--- src/rtl/multi_bulk_endp.sv ---
// Multi-channel USB bulk endpoint: per-channel IN/OUT byte FIFOs whose speculative
// pointers let unACKed IN packets be retransmitted and bad OUT packets be discarded.
module multi_bulk_endp #(
  parameter int unsigned N_CHANNELS        = 2,
  parameter int unsigned FIRST_ENDP        = 1,
  parameter int unsigned IN_MAXPACKETSIZE  = 8,
  parameter int unsigned OUT_MAXPACKETSIZE = 8,
  parameter int unsigned FIFO_DEPTH        = 16
) (
  input  logic                    clk_i,
  input  logic                    rstn_i,
  input  logic                    usb_reset_i,
  input  logic [3:0]              endp_i,
  input  logic                    in_req_i,
  input  logic                    in_ready_i,
  input  logic                    in_ack_i,
  output logic [7:0]              in_data_o,
  output logic                    in_valid_o,
  input  logic [7:0]              out_data_i,
  input  logic                    out_valid_i,
  input  logic                    out_commit_i,
  input  logic                    out_err_i,
  output logic                    out_nak_o,
  input  logic [8*N_CHANNELS-1:0] app_in_data_i,
  input  logic [N_CHANNELS-1:0]   app_in_valid_i,
  output logic [N_CHANNELS-1:0]   app_in_ready_o,
  output logic [8*N_CHANNELS-1:0] app_out_data_o,
  output logic [N_CHANNELS-1:0]   app_out_valid_o,
  input  logic [N_CHANNELS-1:0]   app_out_ready_i
);

  localparam int unsigned AW = $clog2(FIFO_DEPTH);
  localparam int unsigned PW = AW + 1;
  localparam int unsigned CW = (N_CHANNELS > 1) ? $clog2(N_CHANNELS) : 1;
  localparam logic [PW-1:0] DEPTH_P = PW'(FIFO_DEPTH);
  localparam logic [PW-1:0] IMPS_P  = PW'(IN_MAXPACKETSIZE);
  localparam logic [PW-1:0] OMPS_P  = PW'(OUT_MAXPACKETSIZE);
  localparam logic [4:0]    FIRST_P = 5'(FIRST_ENDP);
  localparam logic [4:0]    LAST_P  = 5'(FIRST_ENDP + N_CHANNELS);

  typedef enum logic [1:0] {S_IDLE, S_SEND, S_WAIT_ACK} in_state_e;

  logic [7:0]    r_in_mem  [N_CHANNELS][FIFO_DEPTH];
  logic [PW-1:0] r_in_wr   [N_CHANNELS];
  logic [PW-1:0] r_in_crd  [N_CHANNELS];
  logic [PW-1:0] r_in_srd  [N_CHANNELS];
  logic [7:0]    r_out_mem [N_CHANNELS][FIFO_DEPTH];
  logic [PW-1:0] r_out_rd  [N_CHANNELS];
  logic [PW-1:0] r_out_cwr [N_CHANNELS];
  logic [PW-1:0] r_out_swr [N_CHANNELS];
  logic [N_CHANNELS-1:0] r_out_ovf;

  in_state_e     r_state;
  in_state_e     w_state_nxt;
  logic [CW-1:0] r_in_ch;
  logic [PW-1:0] r_in_len;
  logic [PW-1:0] r_in_cnt;

  logic [4:0]            w_endp_ext;
  logic                  w_sel_valid;
  logic [CW-1:0]         w_sel_ch;
  logic [PW-1:0]         w_req_occ;
  logic [PW-1:0]         w_req_len;
  logic                  w_in_start;
  logic                  w_in_adv;
  logic                  w_in_last;
  logic                  w_in_commit;
  logic [N_CHANNELS-1:0] w_in_push;
  logic [N_CHANNELS-1:0] w_out_pop;
  logic [N_CHANNELS-1:0] w_out_wr;
  logic                  w_out_room;
  logic [PW-1:0]         w_out_sel_occ;

  // Token endpoint to channel decode
  assign w_endp_ext  = {1'b0, endp_i};
  assign w_sel_valid = (w_endp_ext >= FIRST_P) && (w_endp_ext < LAST_P);
  assign w_sel_ch    = CW'(w_endp_ext - FIRST_P);

  // App-side handshakes; data is forced to zero whenever nothing is presented
  always_comb begin
    app_in_ready_o  = '0;
    w_in_push       = '0;
    app_out_valid_o = '0;
    w_out_pop       = '0;
    app_out_data_o  = '0;
    for (int k = 0; k < N_CHANNELS; k++) begin
      app_in_ready_o[k]  = (r_in_wr[k] - r_in_crd[k]) < DEPTH_P;
      w_in_push[k]       = app_in_valid_i[k] & app_in_ready_o[k];
      app_out_valid_o[k] = r_out_cwr[k] != r_out_rd[k];
      w_out_pop[k]       = app_out_valid_o[k] & app_out_ready_i[k];
      if (app_out_valid_o[k])
        app_out_data_o[8*k +: 8] = r_out_mem[k][r_out_rd[k][AW-1:0]];
    end
  end

  assign w_req_occ   = r_in_wr[w_sel_ch] - r_in_crd[w_sel_ch];
  assign w_req_len   = (w_req_occ > IMPS_P) ? IMPS_P : w_req_occ;
  assign w_in_start  = in_req_i & w_sel_valid;
  assign w_in_adv    = in_valid_o & in_ready_i;
  assign w_in_last   = (r_in_cnt + PW'(1)) == r_in_len;
  assign w_in_commit = (r_state == S_WAIT_ACK) & in_ack_i & w_sel_valid;

  always_ff @(posedge clk_i or negedge rstn_i) begin
    if (!rstn_i)          r_state <= S_IDLE;
    else if (usb_reset_i) r_state <= S_IDLE;
    else                  r_state <= w_state_nxt;
  end

  // A new IN token always restarts the packet, which is how retransmits happen
  always_comb begin
    w_state_nxt = r_state;
    if (w_in_start) begin
      w_state_nxt = (w_req_len != '0) ? S_SEND : S_IDLE;
    end else begin
      case (r_state)
        S_SEND:     if (w_in_adv && w_in_last) w_state_nxt = S_WAIT_ACK;
        S_WAIT_ACK: if (w_in_commit) w_state_nxt = S_IDLE;
        default:    w_state_nxt = r_state;
      endcase
    end
  end

  always_comb begin
    in_valid_o = (r_state == S_SEND) && w_sel_valid;
    in_data_o  = 8'h00;
    if (in_valid_o) in_data_o = r_in_mem[r_in_ch][r_in_srd[r_in_ch][AW-1:0]];
  end

  always_ff @(posedge clk_i or negedge rstn_i) begin
    if (!rstn_i) begin
      r_in_ch  <= '0;
      r_in_len <= '0;
      r_in_cnt <= '0;
    end else if (usb_reset_i) begin
      r_in_ch  <= '0;
      r_in_len <= '0;
      r_in_cnt <= '0;
    end else if (w_in_start) begin
      r_in_ch  <= w_sel_ch;
      r_in_len <= w_req_len;
      r_in_cnt <= '0;
    end else if (w_in_adv) begin
      r_in_cnt <= r_in_cnt + PW'(1);
    end
  end

  // IN pointers: speculative read rewinds on every token, commits on ACK
  always_ff @(posedge clk_i or negedge rstn_i) begin
    if (!rstn_i) begin
      for (int k = 0; k < N_CHANNELS; k++) begin
        r_in_wr[k]  <= '0;
        r_in_crd[k] <= '0;
        r_in_srd[k] <= '0;
      end
    end else begin
      for (int k = 0; k < N_CHANNELS; k++) begin
        if (usb_reset_i) begin
          r_in_wr[k]  <= '0;
          r_in_crd[k] <= '0;
          r_in_srd[k] <= '0;
        end else begin
          if (w_in_push[k]) r_in_wr[k] <= r_in_wr[k] + PW'(1);
          if (w_in_start) begin
            r_in_srd[k] <= r_in_crd[k];
          end else if (r_in_ch == CW'(k)) begin
            if (w_in_adv)    r_in_srd[k] <= r_in_srd[k] + PW'(1);
            if (w_in_commit) r_in_crd[k] <= r_in_srd[k];
          end
        end
      end
    end
  end

  assign w_out_room    = (r_out_swr[w_sel_ch] - r_out_rd[w_sel_ch]) < DEPTH_P;
  assign w_out_sel_occ = r_out_cwr[w_sel_ch] - r_out_rd[w_sel_ch];
  assign out_nak_o     = w_sel_valid && ((DEPTH_P - w_out_sel_occ) < OMPS_P);

  always_comb begin
    w_out_wr = '0;
    for (int k = 0; k < N_CHANNELS; k++)
      w_out_wr[k] = w_sel_valid && (w_sel_ch == CW'(k)) && out_valid_i &&
                    !out_commit_i && !out_err_i && w_out_room;
  end

  // OUT pointers: bytes land speculatively and become visible only on a clean commit
  always_ff @(posedge clk_i or negedge rstn_i) begin
    if (!rstn_i) begin
      r_out_ovf <= '0;
      for (int k = 0; k < N_CHANNELS; k++) begin
        r_out_rd[k]  <= '0;
        r_out_cwr[k] <= '0;
        r_out_swr[k] <= '0;
      end
    end else begin
      for (int k = 0; k < N_CHANNELS; k++) begin
        if (usb_reset_i) begin
          r_out_ovf[k] <= 1'b0;
          r_out_rd[k]  <= '0;
          r_out_cwr[k] <= '0;
          r_out_swr[k] <= '0;
        end else begin
          if (w_out_pop[k]) r_out_rd[k] <= r_out_rd[k] + PW'(1);
          if (w_sel_valid && (w_sel_ch == CW'(k))) begin
            if (out_commit_i) begin
              if (r_out_ovf[k]) r_out_swr[k] <= r_out_cwr[k];
              else              r_out_cwr[k] <= r_out_swr[k];
              r_out_ovf[k] <= 1'b0;
            end else if (out_err_i) begin
              r_out_swr[k] <= r_out_cwr[k];
              r_out_ovf[k] <= 1'b0;
            end else if (out_valid_i) begin
              if (w_out_room) r_out_swr[k] <= r_out_swr[k] + PW'(1);
              else            r_out_ovf[k] <= 1'b1;
            end
          end
        end
      end
    end
  end

  // Byte storage carries no reset; pointers alone define what is valid
  always_ff @(posedge clk_i) begin
    for (int k = 0; k < N_CHANNELS; k++) begin
      if (w_in_push[k]) r_in_mem[k][r_in_wr[k][AW-1:0]] <= app_in_data_i[8*k +: 8];
      if (w_out_wr[k])  r_out_mem[k][r_out_swr[k][AW-1:0]] <= out_data_i;
    end
  end

endmodule

--- config.mk ---
export PLATFORM = sky130hd
export DESIGN_NAME = multi_bulk_endp
export DESIGN_NICKNAME = d
export VERILOG_FILES = /design/src/rtl/multi_bulk_endp.sv
export SDC_FILE = /design/constraint.sdc
export NUM_CORES = 1
export LEC_CHECK = 0
export BUFFER_PORTS_ARGS = -buffer_cell sky130_fd_sc_hd__buf_2
export CORE_AREA = 2 2 282 172
export CTS_BUF_LIST = sky130_fd_sc_hd__clkbuf_8
export DETAILED_ROUTE_END_ITERATION = 10
export DIE_AREA = 0 0 284 174
export HOLD_SLACK_MARGIN = 0.02
export PLACE_DENSITY = 0.69
export SLEW_MARGIN = 20
export SYNTH_ARGS = -nofsm -noshare
export SYNTH_HDL_FRONTEND = slang
export SYNTH_SLANG_ARGS = --single-unit
--- constraint.sdc ---
create_clock -name clk_i -period 4.3 [get_ports clk_i]
set_clock_uncertainty 0.05 [all_clocks]
set_input_delay 0.215 -clock clk_i [delete_from_list [all_inputs] [get_ports clk_i]]
set_output_delay 0.215 -clock clk_i [all_outputs]
set_load 0.01 [all_outputs]
* Yosys cells after proc, flatten, opt, wreduce, memory -nomap -nowiden
Memories as Yosys holds them, arrays and structs flattened.
Index checks and enable logic that the tools add are counted.
** Cells by class
- Bitwise operators :: 18
- Add/sub/neg operators :: 16
- Magnitude comparators :: 20
- Reduce and logical (&&, ||, !) cells :: 48
- Equal/unequal tests :: 11
- Mux-type cells :: 115
** Operators with widths (number)
- two-way mux 128 bit :: 6
- two-way mux 5 bit :: 65
- demux 8 bit (select 4 bit) :: 4
- OR reduction 128 bit :: 1
- two-way mux 8 bit :: 13
- binary-select mux 8 bit (select 4 bit) :: 3
- adder 5 x 1 -> 5 bit, second input constant :: 9
- greater-or-equal comparator 5 bit, second input constant :: 7
- inverter 4 -> 5 bit :: 7
- subtractor 5 bit :: 5
- AND reduction 3 bit :: 7
- < comparator 5 x 1 -> 1 bit, second input constant :: 4
- nonzero test 2 bit :: 10
- logical AND 1 bit :: 18
- two-way mux 1 bit :: 16
- < comparator 5 bit, second input constant :: 3
- two-way mux 4 bit :: 3
- != test 4 bit, second input constant :: 3
- nonzero test 4 bit :: 3
- != test 5 bit :: 2
- AND 1 bit :: 8
- two-way mux 2 bit :: 4
- AND reduction 2 bit :: 4
- nonzero test 3 bit :: 2
- other kinds (17) :: 21
** Word-level totals
- Memories :: 2
- Input bits :: 41
- Bits in registers :: 75
- Logic and storage cells :: 248
- Memory bits (writable) :: 512
- Output and inout port bits :: 30
** Memories
- r_in_mem :: depth 2, width 128, rd ports 1, clocked after memory_dff 0, write ports 2, line 43 : logic [7:0] r_in_mem [N_CHANNELS][FIFO_DEPTH];
- r_out_mem :: depth 2, width 128, rd ports 2, clocked after memory_dff 0, write ports 1, line 47 : logic [7:0] r_out_mem [N_CHANNELS][FIFO_DEPTH];

* Longest topological paths before layout
- Depth after elaboration :: 13
- Mapped depth :: 12
- Gate-level depth less buffers :: 10

* Worst setup path before layout
OpenSTA, ideal clock, no wires.
- Path kind :: input-to-reg
- Start point :: in endp_i[0]
- End point :: mem r_out_mem[0][224] (netlist name), enable pin
- Path slack :: 0.915 ns
- Required time :: 3.867 ns
- Stages :: 10
- Buffers on the path :: 2
- Setup time :: 0.383 ns
- Arrival :: 2.952 ns
- Path through :: buf_2 -> buf_1 -> mux2_2 -> ha_1 -> nand3_1 -> nor3_1 -> o211ai_1 -> nand2_1 -> nand3_1 -> nor3_1
** On the way
- Longest elaborated chain between the ends :: 12
- Elaborated cells between the ends (all ways) :: 31
- Classes of those cells :: add/sub (2); order compare (3); mux (12); bitwise (2); reduce/logical (12)
** Ends and longest elaborated chain
- start: declaration :: line 13 : input logic [3:0] endp_i,
- subtractor 1 bit :: line 77 : assign w_sel_ch = CW'(w_endp_ext - FIRST_P);
- inverter 1 -> 2 bit (implied by the code) :: line 174 : assign w_out_room = (r_out_swr[w_sel_ch] - r_out_rd[w_sel_ch]) < DEPTH_P;
- two-way mux 5 bit (implied by the code) (3 in a row) :: line 174
- subtractor 5 bit :: line 174
- < comparator 5 bit :: line 174
- logical AND 1 bit :: line 182 : !out_commit_i && !out_err_i && w_out_room;
- two-way mux 1 bit :: line 225 : if (w_out_wr[k]) r_out_mem[k][r_out_swr[k][AW-1:0]] <= out_data_i;
- two-way mux 128 bit (implied by the code) :: line 225
- OR reduction 128 bit (no source line)
- two-way mux 1 bit (no source line) or two-way mux 128 bit (tied branches)
- end: declaration :: line 47
Several ways; a longest one is shown, not always the timed one. The select of a mux whose other input is x is not followed.

* Worst setup path in the final report
- Start point :: reg r_in_srd[5] (netlist name)
- End point :: out in_data_o[1]
** On the way
- Longest elaborated chain between the ends :: 8
** Ends and longest elaborated chain
- start: declaration :: line 46 : logic [PW-1:0] r_in_srd [N_CHANNELS];
- start signal: indexed assignment :: line 164 : r_in_srd[k] <= r_in_crd[k];
- start signal: indexed assignment :: line 166 : if (w_in_adv) r_in_srd[k] <= r_in_srd[k] + PW'(1);
- two-way mux 4 bit (implied by the code) (3 in a row) :: line 126 : if (in_valid_o) in_data_o = r_in_mem[r_in_ch][r_in_srd[r_in_ch][AW-1:0]];
- inverter 4 -> 5 bit (implied by the code) :: line 126
- binary-select mux 8 bit (select 4 bit) :: line 126
- two-way mux 8 bit (implied by the code) (2 in a row) :: line 126
- two-way mux 8 bit :: line 126
- end: declaration :: line 17 : output logic [7:0] in_data_o,
No other way between the ends. The select of a mux whose other input is x is not followed.

==> out/results.tsv <==
stage	metric	value	unit
synth	Mapped Cells	1696	
synth	share of the synthesized area in the top cell type	0.6021	
layout	Finished Layout Cells	2521	
power	maximum VDD drop	0.0002916	V
detailed_routing	DR pass1 iterations	6	
placed_design	dpl cells	2342	
synth	prevailing post-synth register cell	edfxtp_1	
die	chip width	284	um
clock_tree	clk_lat worst skew	0.66	ns
setup_path	required time of the critical path	4.03	ns
clock_tree	Post-CTS Hold Buffers	25	
sta	Rel. slew slack	0.3637	
synth	Synth area leaders	edfxtp_1, dfrtp_1, mux4_2, mux2i_1, nand2_1	
detailed_routing	DR vias	15568	
clock_tree	clk buf depth	3	
grt	first-pass GRT wire length	95.20	mm
synth	FF+latch count, synth	587	
worst_hold_path	Worst Hold Class	input pin to flop	
sta	final setup margin	0.6504	ns
detailed_routing	wire per inst	25.45	um
placed_design	Routability Congestion	0.9141	
die	Die Y	174	um
synth	post-synthesis sequential area ratio	0.6756	
power	Leakage	10.05	nW
detailed_routing	1st-iter DRT viols	2113	
power	total power draw	11.37	mW
die	CORE AREA	47170	sq um
detailed_routing	drc violations	0	
die	die footprint	49420	sq um
clock_tree	clk slew on worst S/H paths	0.07	ns
clock_tree	TritonCTS clock tree	done	
sta	fin crit share	0.8487	
layout	Area Growth Syn to Fin	11.31	%
layout	Layout Nets	1897	
synth	synthesis warning total	0	
layout	final instance area	28420	sq um
layout	Filler Cell Count	3605	
grt	vias in the first global route	14574	
status	status	complete, no violations	
die	row count	62	
clock_tree	clk sinks	587	
detailed_routing	Post-Route WL	64.16	mm
sta	Slew Limit Fails	0	
sta	final worst path period need	3.650	ns
synth	syn_area_per_cell	15.06	sq um
synth	Cell variety after synth	70	
clock_tree	post-CTS sizing	0	
synth	Netlist Area Pre-Place	25540	sq um
sta	setup TNS	0	ns
placed_design	PortBufs	70	
die	I/O Pins	71	
sta	hold_ws	0.05580	ns
placed_design	Place WS	0.8897	ns
clock_tree	postcts setup bufs	0	
grt	grt total ovfl	0	
setup_path	Setup crit start kind	flop	
synth	ys async rst share	0.1278	
clock_tree	CTS buffer count	85	
clock_tree	Root Buffer	clkbuf_8	
grt	Global Route Usage Sum	0.2618	
sta	achievable frequency	274.0	MHz
die	Initial Util	0.5414	
sta	Worst Max-Slew Pin Slew	0.9502	ns
detailed_routing	DRT antenna net count	0	
power	Power per Cell Area	400.1	nW/um^2
synth	Post-synth EDFFs	512	
setup_path	CP max FO	55	
placed_design	HPWL after detailed placement	42.86	mm
setup_path	data arrival time of the critical path	3.38	ns
placed_design	DP Area	26590	sq um
sta	Fin. Hold Viols	0	
setup_path	CP Capture Type	output port	
grt	largest net degree at the start of global routing	63	
clock_tree	H-tree depth	3	
synth	syn nets	1779	
sta	Final Setup Violations	0	
layout	final core occ	0.6027	
synth	Synth area leader	edfxtp_1	
sta	RSZ-0062 raised after global routing	no	
setup_path	Crit Path Class	flop to output port	
grt	initial antenna violation count	3	
detailed_routing	vias per inst	6.175	
job	Max-Cap Viols	0	
layout	share of post-route cells with drive strength above 1	0.1825	
-- worst max-delay path: stages, from the launching register on --
cell,delay [ns]
dfrtp_2,0.53
buf_4,0.53
nor2b_1,0.10
a211oi_1,0.69
a21oi_1,0.10
o22ai_1,0.30
nor3_1,0.10
a41o_1,0.21
buf_2,0.13
-- power breakdown --
group | internal (mW) | total (mW) | switching [mW]
Combinational | 0.248 | 0.832 | 0.584
Clock | 2.07 | 4.22 | 2.15
Sequential | 6.27 | 6.32 | 0.0555
-- layer usage --
layer	up-vias	global-route usage	share of wire
li1	6758	-	-
met1	7795	0.4264	0.46
met2	918	0.3254	0.39
met3	93	0.09948	0.14
met4	4	0.06096	0.018
met5	-	0	0.00039
-- state kept, by name (all words and copies together), names as in the netlist --
name and cells:
r_out_cwr 10, r_in_ch 1, r_out_ovf 2, r_in_cnt 5, r_in_srd 10, r_in_len 5
r_in_crd 10, r_state 2, r_out_mem 256, r_in_mem 256, r_out_rd 10, r_in_wr 10
r_out_swr 10
-- synth_stat cells (all sizes together), types with 3 or more instances --
cell and count:
o32ai 4, a31o 4, nand3 66, a21o 5, xor2 22, a32o 4
nand2b 8, dfrtp 75, o31ai 3, and3 20, mux2i 81, a31oi 17
a41o 8, a211oi 33, inv 26, nor4b 7, and2 42, nand4 16
o22ai 10, clkbuf 61, and3b 3, and4b 9, nor3b 8, ha 41
a22oi 6, a21oi 61, nor2 81, edfxtp 512, o21ai 28, buf 42
nor2b 44, o21a 5, nor3 24, mux2 13, mux4 80, a32oi 7
nor4 5, nand2 161, o211ai 4, xnor2 22, and4 5
-- final cells by class --
| class | count | area (sq um) | share of cell area |
|---|---|---|---|
| antenna | 2 | 5.005 | 0.0001761 |
| clock buffer | 90 | 1239 | 0.04358 |
| clock inverter | 62 | 336.6 | 0.01184 |
| inverter | 26 | 97.59 | 0.003433 |
| multi-input combinational | 980 | 7780 | 0.2737 |
| sequential | 587 | 17260 | 0.6071 |
| tap | 640 | 800.8 | 0.02817 |
| timing repair buffer | 134 | 908.4 | 0.03196 |
-- layout by cell type, fill, tap and decap left out, drive strengths merged, types with 13 or more instances in the layout --
cell type | Yosys | routed
xor2 | 22 | 22
nand4 | 16 | 16
a31oi | 17 | 17
clkbuf | 61 | 90
edfxtp | 512 | 512
a211oi | 33 | 33
nand2 | 161 | 161
mux2 | 13 | 13
xnor2 | 22 | 22
dfrtp | 75 | 75
buf | 42 | 109
o21ai | 28 | 28
nor2b | 44 | 44
inv | 26 | 59
clkinv | 0 | 24
and3 | 20 | 20
mux4 | 80 | 80
mux2i | 81 | 81
ha | 41 | 41
nand3 | 66 | 66
dlygate4sd3 | 0 | 25
a21oi | 61 | 61
nor3 | 24 | 24
and2 | 42 | 42
nor2 | 81 | 81
-- worst paths after layout --
check	startpoint	to	slack, ns	depth (start not counted)
hold / removal	endp_i[3]	r_out_cwr[9]	0.06	5
hold reg to reg	r_in_len[3]	r_in_len[3]	0.47	2
setup / recovery	r_in_srd[5]	in_data_o[1]	0.65	8
max in group asynchronous	rstn_i	r_out_rd[5]	3.02	3
min in group asynchronous	rstn_i	r_out_cwr[1]	0.32	3
setup reg to reg	r_out_rd[7]	r_out_mem[0][170]	0.78	8
-- kinds of logic after synthesis --
family / Yosys count / synth area share
AO/OA/AOI/OAI: 214 / 0.05649
XOR/XNOR: 44 / 0.01509
adder cells (fa/ha/maj): 42 / 0.02087
flip-flops: 587 / 0.6756
buffers and inverters: 129 / 0.02220
multiplexers: 174 / 0.1082
AND/OR/NAND/NOR: 506 / 0.1016
Power figures use the tool's default switching activity.
